### src/rtl/imem_fetch_if.sv
// imem_fetch_if -- bus bundle between the fetch sequencer, instruction memory
// and decode.
//   imem_req/imem_addr/imem_rdata : one-cycle-latency instruction memory read
//   redirect_valid/redirect_pc    : pipeline redirect (flush + restart fetch)
//   out_valid/out_ready           : handshake toward decode
//   out_ins/out_pc                : instruction word and its byte address
// master: the fetch sequencer side. slave: the memory/decode/pipeline side.
interface imem_fetch_if;
  logic        imem_req;
  logic [31:0] imem_addr;
  logic [31:0] imem_rdata;
  logic        redirect_valid;
  logic [31:0] redirect_pc;
  logic        out_valid;
  logic        out_ready;
  logic [31:0] out_ins;
  logic [31:0] out_pc;

  modport master (
    output imem_req, imem_addr, out_valid, out_ins, out_pc,
    input  imem_rdata, redirect_valid, redirect_pc, out_ready
  );

  modport slave (
    input  imem_req, imem_addr, out_valid, out_ins, out_pc,
    output imem_rdata, redirect_valid, redirect_pc, out_ready
  );
endinterface

### src/rtl/imem_fetch_ctrl.sv
// imem_fetch_ctrl -- instruction-fetch sequencer.
// Owns the fetch PC, keeps at most one read outstanding to a synchronous
// instruction memory (one-cycle latency), buffers returned words in a
// DEPTH-entry circular queue and presents the head to decode over
// valid/ready. A redirect flushes the queue, drops the in-flight response
// and issues a read for the new PC in the same cycle.
// Ports:
//   clk   : clock, rising edge
//   rst_n : asynchronous active-low reset
//   bus   : imem_fetch_if.master (memory read port, redirect, decode handshake)
// Parameters: RESET_PC (word aligned), DEPTH (power of two, >= 2).
// Optional macro FETCH_TRACE_EN: prints one line per queue push and per
// redirect in simulation; no effect on logic.
module imem_fetch_ctrl #(
  parameter logic [31:0] RESET_PC = 32'h0000_3000,
  parameter int          DEPTH    = 2
) (
  input  logic         clk,
  input  logic         rst_n,
  imem_fetch_if.master bus
);

  localparam int PW = $clog2(DEPTH);
  localparam int CW = PW + 2;

  typedef struct packed {
    logic [31:0] ins;
    logic [31:0] pc;
  } fq_entry_t;

  logic [31:0]   r_pc;
  logic          r_inflight;
  logic [31:0]   r_inflight_pc;
  fq_entry_t     r_q [DEPTH];
  logic [PW-1:0] r_rd_ptr;
  logic [PW-1:0] r_wr_ptr;
  logic [CW-1:0] r_count;

  logic          w_redir;
  logic          w_pop;
  logic          w_push;
  logic          w_req;
  logic [31:0]   w_addr;
  logic [CW-1:0] w_credit;
  logic [1:0]    w_unused_lsb;

  assign w_unused_lsb = bus.redirect_pc[1:0];

  // Gated by rst_n so the memory sees no strobe while reset is held.
  assign w_redir  = rst_n & bus.redirect_valid;
  assign w_pop    = (r_count != '0) & bus.out_ready;
  // A response landing in a redirect cycle belongs to the old stream.
  assign w_push   = r_inflight & ~w_redir;
  // Slots already spoken for: queued words plus the outstanding read, minus
  // the one decode takes this cycle. Issuing only below DEPTH keeps every
  // push inside the queue.
  assign w_credit = r_count + CW'(r_inflight) - CW'(w_pop);
  assign w_req    = w_redir | (rst_n & (w_credit < CW'(DEPTH)));
  assign w_addr   = w_redir ? {bus.redirect_pc[31:2], 2'b00} : r_pc;

  assign bus.imem_req  = w_req;
  assign bus.imem_addr = w_addr;
  assign bus.out_valid = (r_count != '0);
  assign bus.out_ins   = r_q[r_rd_ptr].ins;
  assign bus.out_pc    = r_q[r_rd_ptr].pc;

  // Issue side: PC and the single outstanding-read tracker.
  always_ff @(posedge clk or negedge rst_n) begin
    if (!rst_n) begin
      r_pc          <= RESET_PC;
      r_inflight    <= 1'b0;
      r_inflight_pc <= '0;
    end else begin
      r_inflight <= w_req;
      if (w_req) begin
        r_pc          <= w_addr + 32'd4;
        r_inflight_pc <= w_addr;
      end
    end
  end

  // Queue side.
  always_ff @(posedge clk or negedge rst_n) begin
    if (!rst_n) begin
      for (int i = 0; i < DEPTH; i++) r_q[i] <= '0;
      r_rd_ptr <= '0;
      r_wr_ptr <= '0;
      r_count  <= '0;
    end else begin
      if (w_push) r_q[r_wr_ptr] <= '{ins: bus.imem_rdata, pc: r_inflight_pc};
      if (w_redir) begin
        r_rd_ptr <= '0;
        r_wr_ptr <= '0;
        r_count  <= '0;
      end else begin
        if (w_push) r_wr_ptr <= r_wr_ptr + PW'(1);
        if (w_pop)  r_rd_ptr <= r_rd_ptr + PW'(1);
        r_count <= r_count + CW'(w_push) - CW'(w_pop);
      end
    end
  end

  // Credit accounting makes this unreachable; firing means the issue rule broke.
  always_ff @(posedge clk) begin
    if (rst_n) begin
      assert (!(w_push && !w_pop && r_count == CW'(DEPTH)))
        else $error("fetch queue overflow");
    end
  end

`ifdef FETCH_TRACE_EN
  always_ff @(posedge clk) begin
    if (rst_n && w_push) $display("fetch pc=%08x ins=%08x", r_inflight_pc, bus.imem_rdata);
    if (w_redir)         $display("redirect pc=%08x", {bus.redirect_pc[31:2], 2'b00});
  end
`else
`endif

endmodule

### src/flat_wrapper.sv
// flat-port wrapper written by rule: the top's interface ports become plain ports
module imem_fetch_ctrl_flat 
#(
  parameter logic [31:0] RESET_PC = 32'h0000_3000,
  parameter int          DEPTH    = 2
)
  (clk, rst_n, bus_imem_req, bus_imem_addr, bus_out_valid, bus_out_ins, bus_out_pc, bus_imem_rdata, bus_redirect_valid, bus_redirect_pc, bus_out_ready);
  imem_fetch_if bus_i ();
  input  logic clk;
  input  logic rst_n;
  output wire logic [$bits(bus_i.imem_req)-1:0] bus_imem_req;
  output wire logic [$bits(bus_i.imem_addr)-1:0] bus_imem_addr;
  output wire logic [$bits(bus_i.out_valid)-1:0] bus_out_valid;
  output wire logic [$bits(bus_i.out_ins)-1:0] bus_out_ins;
  output wire logic [$bits(bus_i.out_pc)-1:0] bus_out_pc;
  input wire logic [$bits(bus_i.imem_rdata)-1:0] bus_imem_rdata;
  input wire logic [$bits(bus_i.redirect_valid)-1:0] bus_redirect_valid;
  input wire logic [$bits(bus_i.redirect_pc)-1:0] bus_redirect_pc;
  input wire logic [$bits(bus_i.out_ready)-1:0] bus_out_ready;
  assign bus_imem_req = bus_i.imem_req;
  assign bus_imem_addr = bus_i.imem_addr;
  assign bus_out_valid = bus_i.out_valid;
  assign bus_out_ins = bus_i.out_ins;
  assign bus_out_pc = bus_i.out_pc;
  assign bus_i.imem_rdata = bus_imem_rdata;
  assign bus_i.redirect_valid = bus_redirect_valid;
  assign bus_i.redirect_pc = bus_redirect_pc;
  assign bus_i.out_ready = bus_out_ready;
  imem_fetch_ctrl #(.RESET_PC(RESET_PC), .DEPTH(DEPTH)) u_core (.clk(clk), .rst_n(rst_n), .bus(bus_i));
endmodule
### config.mk
export PLATFORM = sky130hd
export DESIGN_NAME = imem_fetch_ctrl_flat
export DESIGN_NICKNAME = d
export VERILOG_FILES = /design/src/rtl/imem_fetch_if.sv /design/src/rtl/imem_fetch_ctrl.sv /design/src/flat_wrapper.sv
export SDC_FILE = /design/constraint.sdc
export NUM_CORES = 1
export LEC_CHECK = 0
export BUFFER_PORTS_ARGS = -buffer_cell sky130_fd_sc_hd__buf_2
export CORE_MARGIN = 2
export CORE_UTILIZATION = 54
export CTS_BUF_LIST = sky130_fd_sc_hd__clkbuf_16
export CTS_CLUSTER_SIZE = 30
export DETAILED_ROUTE_END_ITERATION = 6
export GPL_ROUTABILITY_DRIVEN = 0
export HOLD_SLACK_MARGIN = 0.1
export PLACE_DENSITY = 0.78
export SKIP_LAST_GASP = 1
export SYNTH_ARGS = -nofsm -noshare
export SYNTH_HDL_FRONTEND = slang
export SYNTH_SLANG_ARGS = --single-unit
export TNS_END_PERCENT = 100
### constraint.sdc
create_clock -name clk -period 5.6 [get_ports clk]
set_clock_uncertainty 0.2 [all_clocks]
set_input_delay 1.4 -clock clk [delete_from_list [all_inputs] [get_ports clk]]
set_output_delay 1.4 -clock clk [all_outputs]
set_load 0.02 [all_outputs]
Word-level counts from Yosys, hierarchy flattened
Index checks and enable logic that the tools add are counted.
Storage, ports and cells
  bits in registers: 198
  input port bits: 68
Operators by class
  add/sub/neg operators: 7
  $lt $le $gt $ge: 4
  mux-type cells: 12
  bitwise gates (word level): 8
  reduce and logical (&&, ||, !) cells: 4
Operators with widths (count)
  $mux W64: 4
  $bwmux W128: 1
  $demux W64 S1: 1
  $add A32 B3 Y32 const B: 1
  $mux W32: 1
  $add A3 B1 Y3: 2
  $sub A3 B1 Y3: 2
  $and A1 B1 Y1: 4
  $ge A2 B2 Y1 const B: 2
  $mux W1: 4
  $not A1 Y2: 2
  $reduce_bool A2 Y1: 2
  $lt A3 B2 Y1 const B: 1
  $mux W3: 1
  $reduce_bool A3 Y1: 1
  $add A1 B1 Y1 const B: 2
  $lt A2 B1 Y1 const B: 1
  $logic_and A1 B1 Y1: 1
  $not A1 Y1: 1
  $or A1 B1 Y1: 1

Longest topological paths before layout
  word-level depth: 6
  depth in mapped cells: 14
  gate-level depth less buffers: 12

Worst setup path before layout
Ideal clock, no wire load.
  path type: input-to-output
  start point: input port bus_out_ready
  end point: output port bus_imem_req
  arrival time: 3542 ps
  setup slack: 458 ps
  cell stages on the path: 11
  path buffers: 3
  cells stage by stage: and2_1 ha_1 nand2b_1 fa_1 xor3_1 nor2_1 nor2_1 inv_2 clkbuf_1 clkbuf_1 buf_2
Between the ends
  word-level cells in the longest chain between the ends: 5
Ends and longest elaborated chain
  from (decl): line flat_wrapper.sv:19  | input wire logic [$bits(bus_i.out_ready)-1:0] bus_out_ready;
  $and A1 B1 Y1: line imem_fetch_ctrl.sv:51  | assign w_pop = (r_count != '0) & bus.out_ready;
  $sub A3 B1 Y3: line imem_fetch_ctrl.sv:57  | assign w_credit = r_count + CW'(r_inflight) - CW'(w_pop);
  $lt A3 B2 Y1: line imem_fetch_ctrl.sv:58  | assign w_req = w_redir | (rst_n & (w_credit < CW'(DEPTH)));
  $and A1 B1 Y1: line imem_fetch_ctrl.sv:58
  $or A1 B1 Y1: line imem_fetch_ctrl.sv:58
  to (decl): line flat_wrapper.sv:11  | output wire logic [$bits(bus_i.imem_req)-1:0] bus_imem_req;
No other way between the ends.

Final worst setup path
Ends and elaborated chain as after synthesis.

==> impl_metrics.yaml <==
grt:
  grt_usage: 0.228
  grt_use_met2: 0.359
  grt_pass1_wl_um: 32700
  antenna_found_initial: 2
  grt_most_used_layer: "met2"
  grt_remaining_overflow: 0
  grt_max_degree: 144
  met3_usage: 0.0599
  met1_usage: 0.310
  first_global_vias: 6417
clocking:
  cts_hold_buf: 0
  clk_latency_ns: 0.43
  cts_setup_buffers: 0
  clk_pin_slew_ns: 0.07
  cts_made_buffers: 17
  cts-htree-levels: 4
  root_buffer: "clkbuf_16"
  clockBufferDepth: 2
  ctsResizeCount: 0
  cts.sinks: 196
  cts_tree: "built"
synthesis:
  yosysMostFrequentCell: "dfrtp_1"
  synth_cell_types: 48
  syn-num-nets: 854
  ys_seq_area_frac: 0.527
  synth_top_cell_by_area: "dfrtp_1"
  ys_ff_latch: 196
  synth.avg_cell_area_um2: 11.9
  ys_warn_count: 0
  yosys.area.top_type_share: 0.521
  synth_common_cells: "dfrtp_1 (194), mux2_2 (173), nor2_1 (70)"
  synth_area_leaders: "dfrtp_1 (52%), mux2_2 (21%), mux2_1 (2.9%)"
  synth_edf_count: 0
  synthFlopType: "dfrtp_1"
  netlist_instances: 780
  async_flop_share: 1.00
  netlist_area_um2: 9320
detailed_routing:
  drcViolationCount: 0
  vias: 6463
  dr.pass1.iters: 6
  routed_wl_um: 20200
  viasPerCell: 5.51
  first_iter_violations: 390
  routedWlPerCell_um: 17.2
  ant_nets: 0
power:
  clkPwrFrac: 0.171
  total_power_w: 0.00692
  power.density_nw_per_um2: 634
  p_comb_frac: 0.464
  vdd_drop_max_uv: 298
  p_sw_frac: 0.392
  power_frac_seq: 0.365
  leakage_nw: 4.82
  intPower_w: 0.00421
  netSwitchingPower_w: 0.00271
timing:
  finalHoldViolations: 0
  min_period_ns: 4.79
  slew-limit-headroom: 0.335
  slew_violations: 0
  period_share: 0.855
  worst_slew_pin_slew_ns: 0.998
  max_freq_ghz: 0.209
  rsz0062_at_grt: "no"
  final.setup.tns_ns: 0
  setup_viol: 0
critical_path:
  max_stage_delay_ns: 0.50
  critPathRequiredTime_ns: 4.00
  worstSetupStartpointType: "input port"
  cp_max_fo: 3
  cp.arrival_ns: 3.19
  critical-path-slowest-cell: "fa_1"
  critical_path_class: "input port to output port"
  crit_chain: "buf_2 > and2_1 > ha_1 > nand2b_1 > fa_1 > nand2_1 > nor2_1 > nor2_1 > inv_2 > buf_2"
  endpoint_kind: "output port"
floorplan:
  die-area_um2: 18300
  initial_utilization: 0.546
  pin_count: 166
  die_x_um: 135
  die_y_um: 135
  core_area_um2: 17100
  std_cell_rows: 48
cells_and_area:
  n_fill_cell: 1331
  drive_gt1_frac: 0.422
  syn_to_final_growth_pct: 17.2
  final_nets: 1006
placement:
  io_buffer_count: 163
  dp_hpwl_um: 13400
min_path:
  hp-class: "flop to flop"
outcome:
  status: "finished clean"
job:
  max_cap_violations: 0
## cell families after synthesis
group	after synthesis	synth area share
AOI/OAI and AO/OA	72	0.0445
xor gates and xnor gates	25	0.0251
adders and majority gates	6	0.00967
buffers and inverters	69	0.0325
DFF	196	0.527
muxes	216	0.259
and+or+nand+nor	196	0.103
## critical path, delay by kind of cell
kind	cells	cell delay [ns]
adder cells (fa/ha/maj)	2	0.77
buffers and inverters	3	0.37
AND/OR/NAND/NOR	5	0.66
## metrics by stage
step,hold slack (ns),util,cells,instance area (um2),setup WS [ns]
after floorplan,0.239,-,780,9320,0.458
after global placement,0.256,0.607,1138,10400,0.836
after detailed placement,0.264,0.607,1138,10400,0.805
after CTS,0.282,0.640,1170,10900,0.800
after global routing,0.299,0.640,1172,10900,0.669
final,0.280,0.640,1172,10900,0.811
## registers in the layout, summed over array words and instances, names as in the netlist
signal,count
u_core.r_q,128
u_core.r_inflight_pc,32
u_core.r_pc,30
u_core.r_count,3
u_core.r_inflight,1
u_core.r_rd_ptr,1
u_core.r_wr_ptr,1
## cell type report
type / instances / area, um2 / area share
repair buffers: 176 / 947 / 0.0867
well taps: 225 / 282 / 0.0258
multi-input cells: 515 / 4120 / 0.377
clock inverters: 15 / 140 / 0.0128
clock buffers: 17 / 425 / 0.0390
inverters: 26 / 97.6 / 0.00894
diodes: 2 / 5.00 / 0.000458
flip-flops and latches: 196 / 4910 / 0.449
## worst paths after layout
check	from	endpoint	slack, ns	depth (start not counted)
setup / recovery	bus_out_ready	bus_imem_req	0.81	10
hold / removal	u_core.r_pc[26]$_DFFE_PN0P_	u_core.r_pc[26]$_DFFE_PN0P_	0.28	2
setup reg to reg	u_core.r_count[1]$_DFF_PN0_	u_core.r_pc[29]$_DFFE_PN0P_	1.57	13
hold reg to reg	u_core.r_pc[26]$_DFFE_PN0P_	u_core.r_pc[26]$_DFFE_PN0P_	0.28	2
max in group asynchronous	rst_n	u_core.r_q[94]$_DFFE_PN0P_	2.87	3
min in group asynchronous	rst_n	u_core.r_count[2]$_DFF_PN0_	0.93	2
## power groups by stage
stage          clock, W  combinational [W]  sequential [W]
2_1_floorplan         0            0.00247         0.00238
3_3_place_gp          0            0.00316         0.00251
3_5_place_dp          0            0.00323         0.00254
4_1_cts         0.00121            0.00325         0.00252
5_1_grt         0.00127            0.00350         0.00261
6_report        0.00119            0.00321         0.00252
## layer usage
layer	share of wire	wire, um
met5	0	0
met4	0.018	364
met3	0.064	1290
met2	0.47	9560
met1	0.44	8950
## cell usage in the layout (no fill, tap or decap), types with 6 or more instances in the layout
| cell type | count |
|---|---|
| mux2i_1 | 19 |
| mux2_1 | 24 |
| and2_1 | 10 |
| inv_1 | 25 |
| nand2_1 | 53 |
| nor2_1 | 70 |
| xnor2_1 | 21 |
| a21oi_1 | 40 |
| nand3_1 | 11 |
| nand4_1 | 16 |
| mux2_2 | 173 |
| nor3_1 | 8 |
| buf_2 | 162 |
| o21ai_1 | 8 |
| o21ai_0 | 6 |
| buf_4 | 11 |
| clkbuf_16 | 17 |
| dfrtp_1 | 193 |
(Power assumes the default switching activity.)
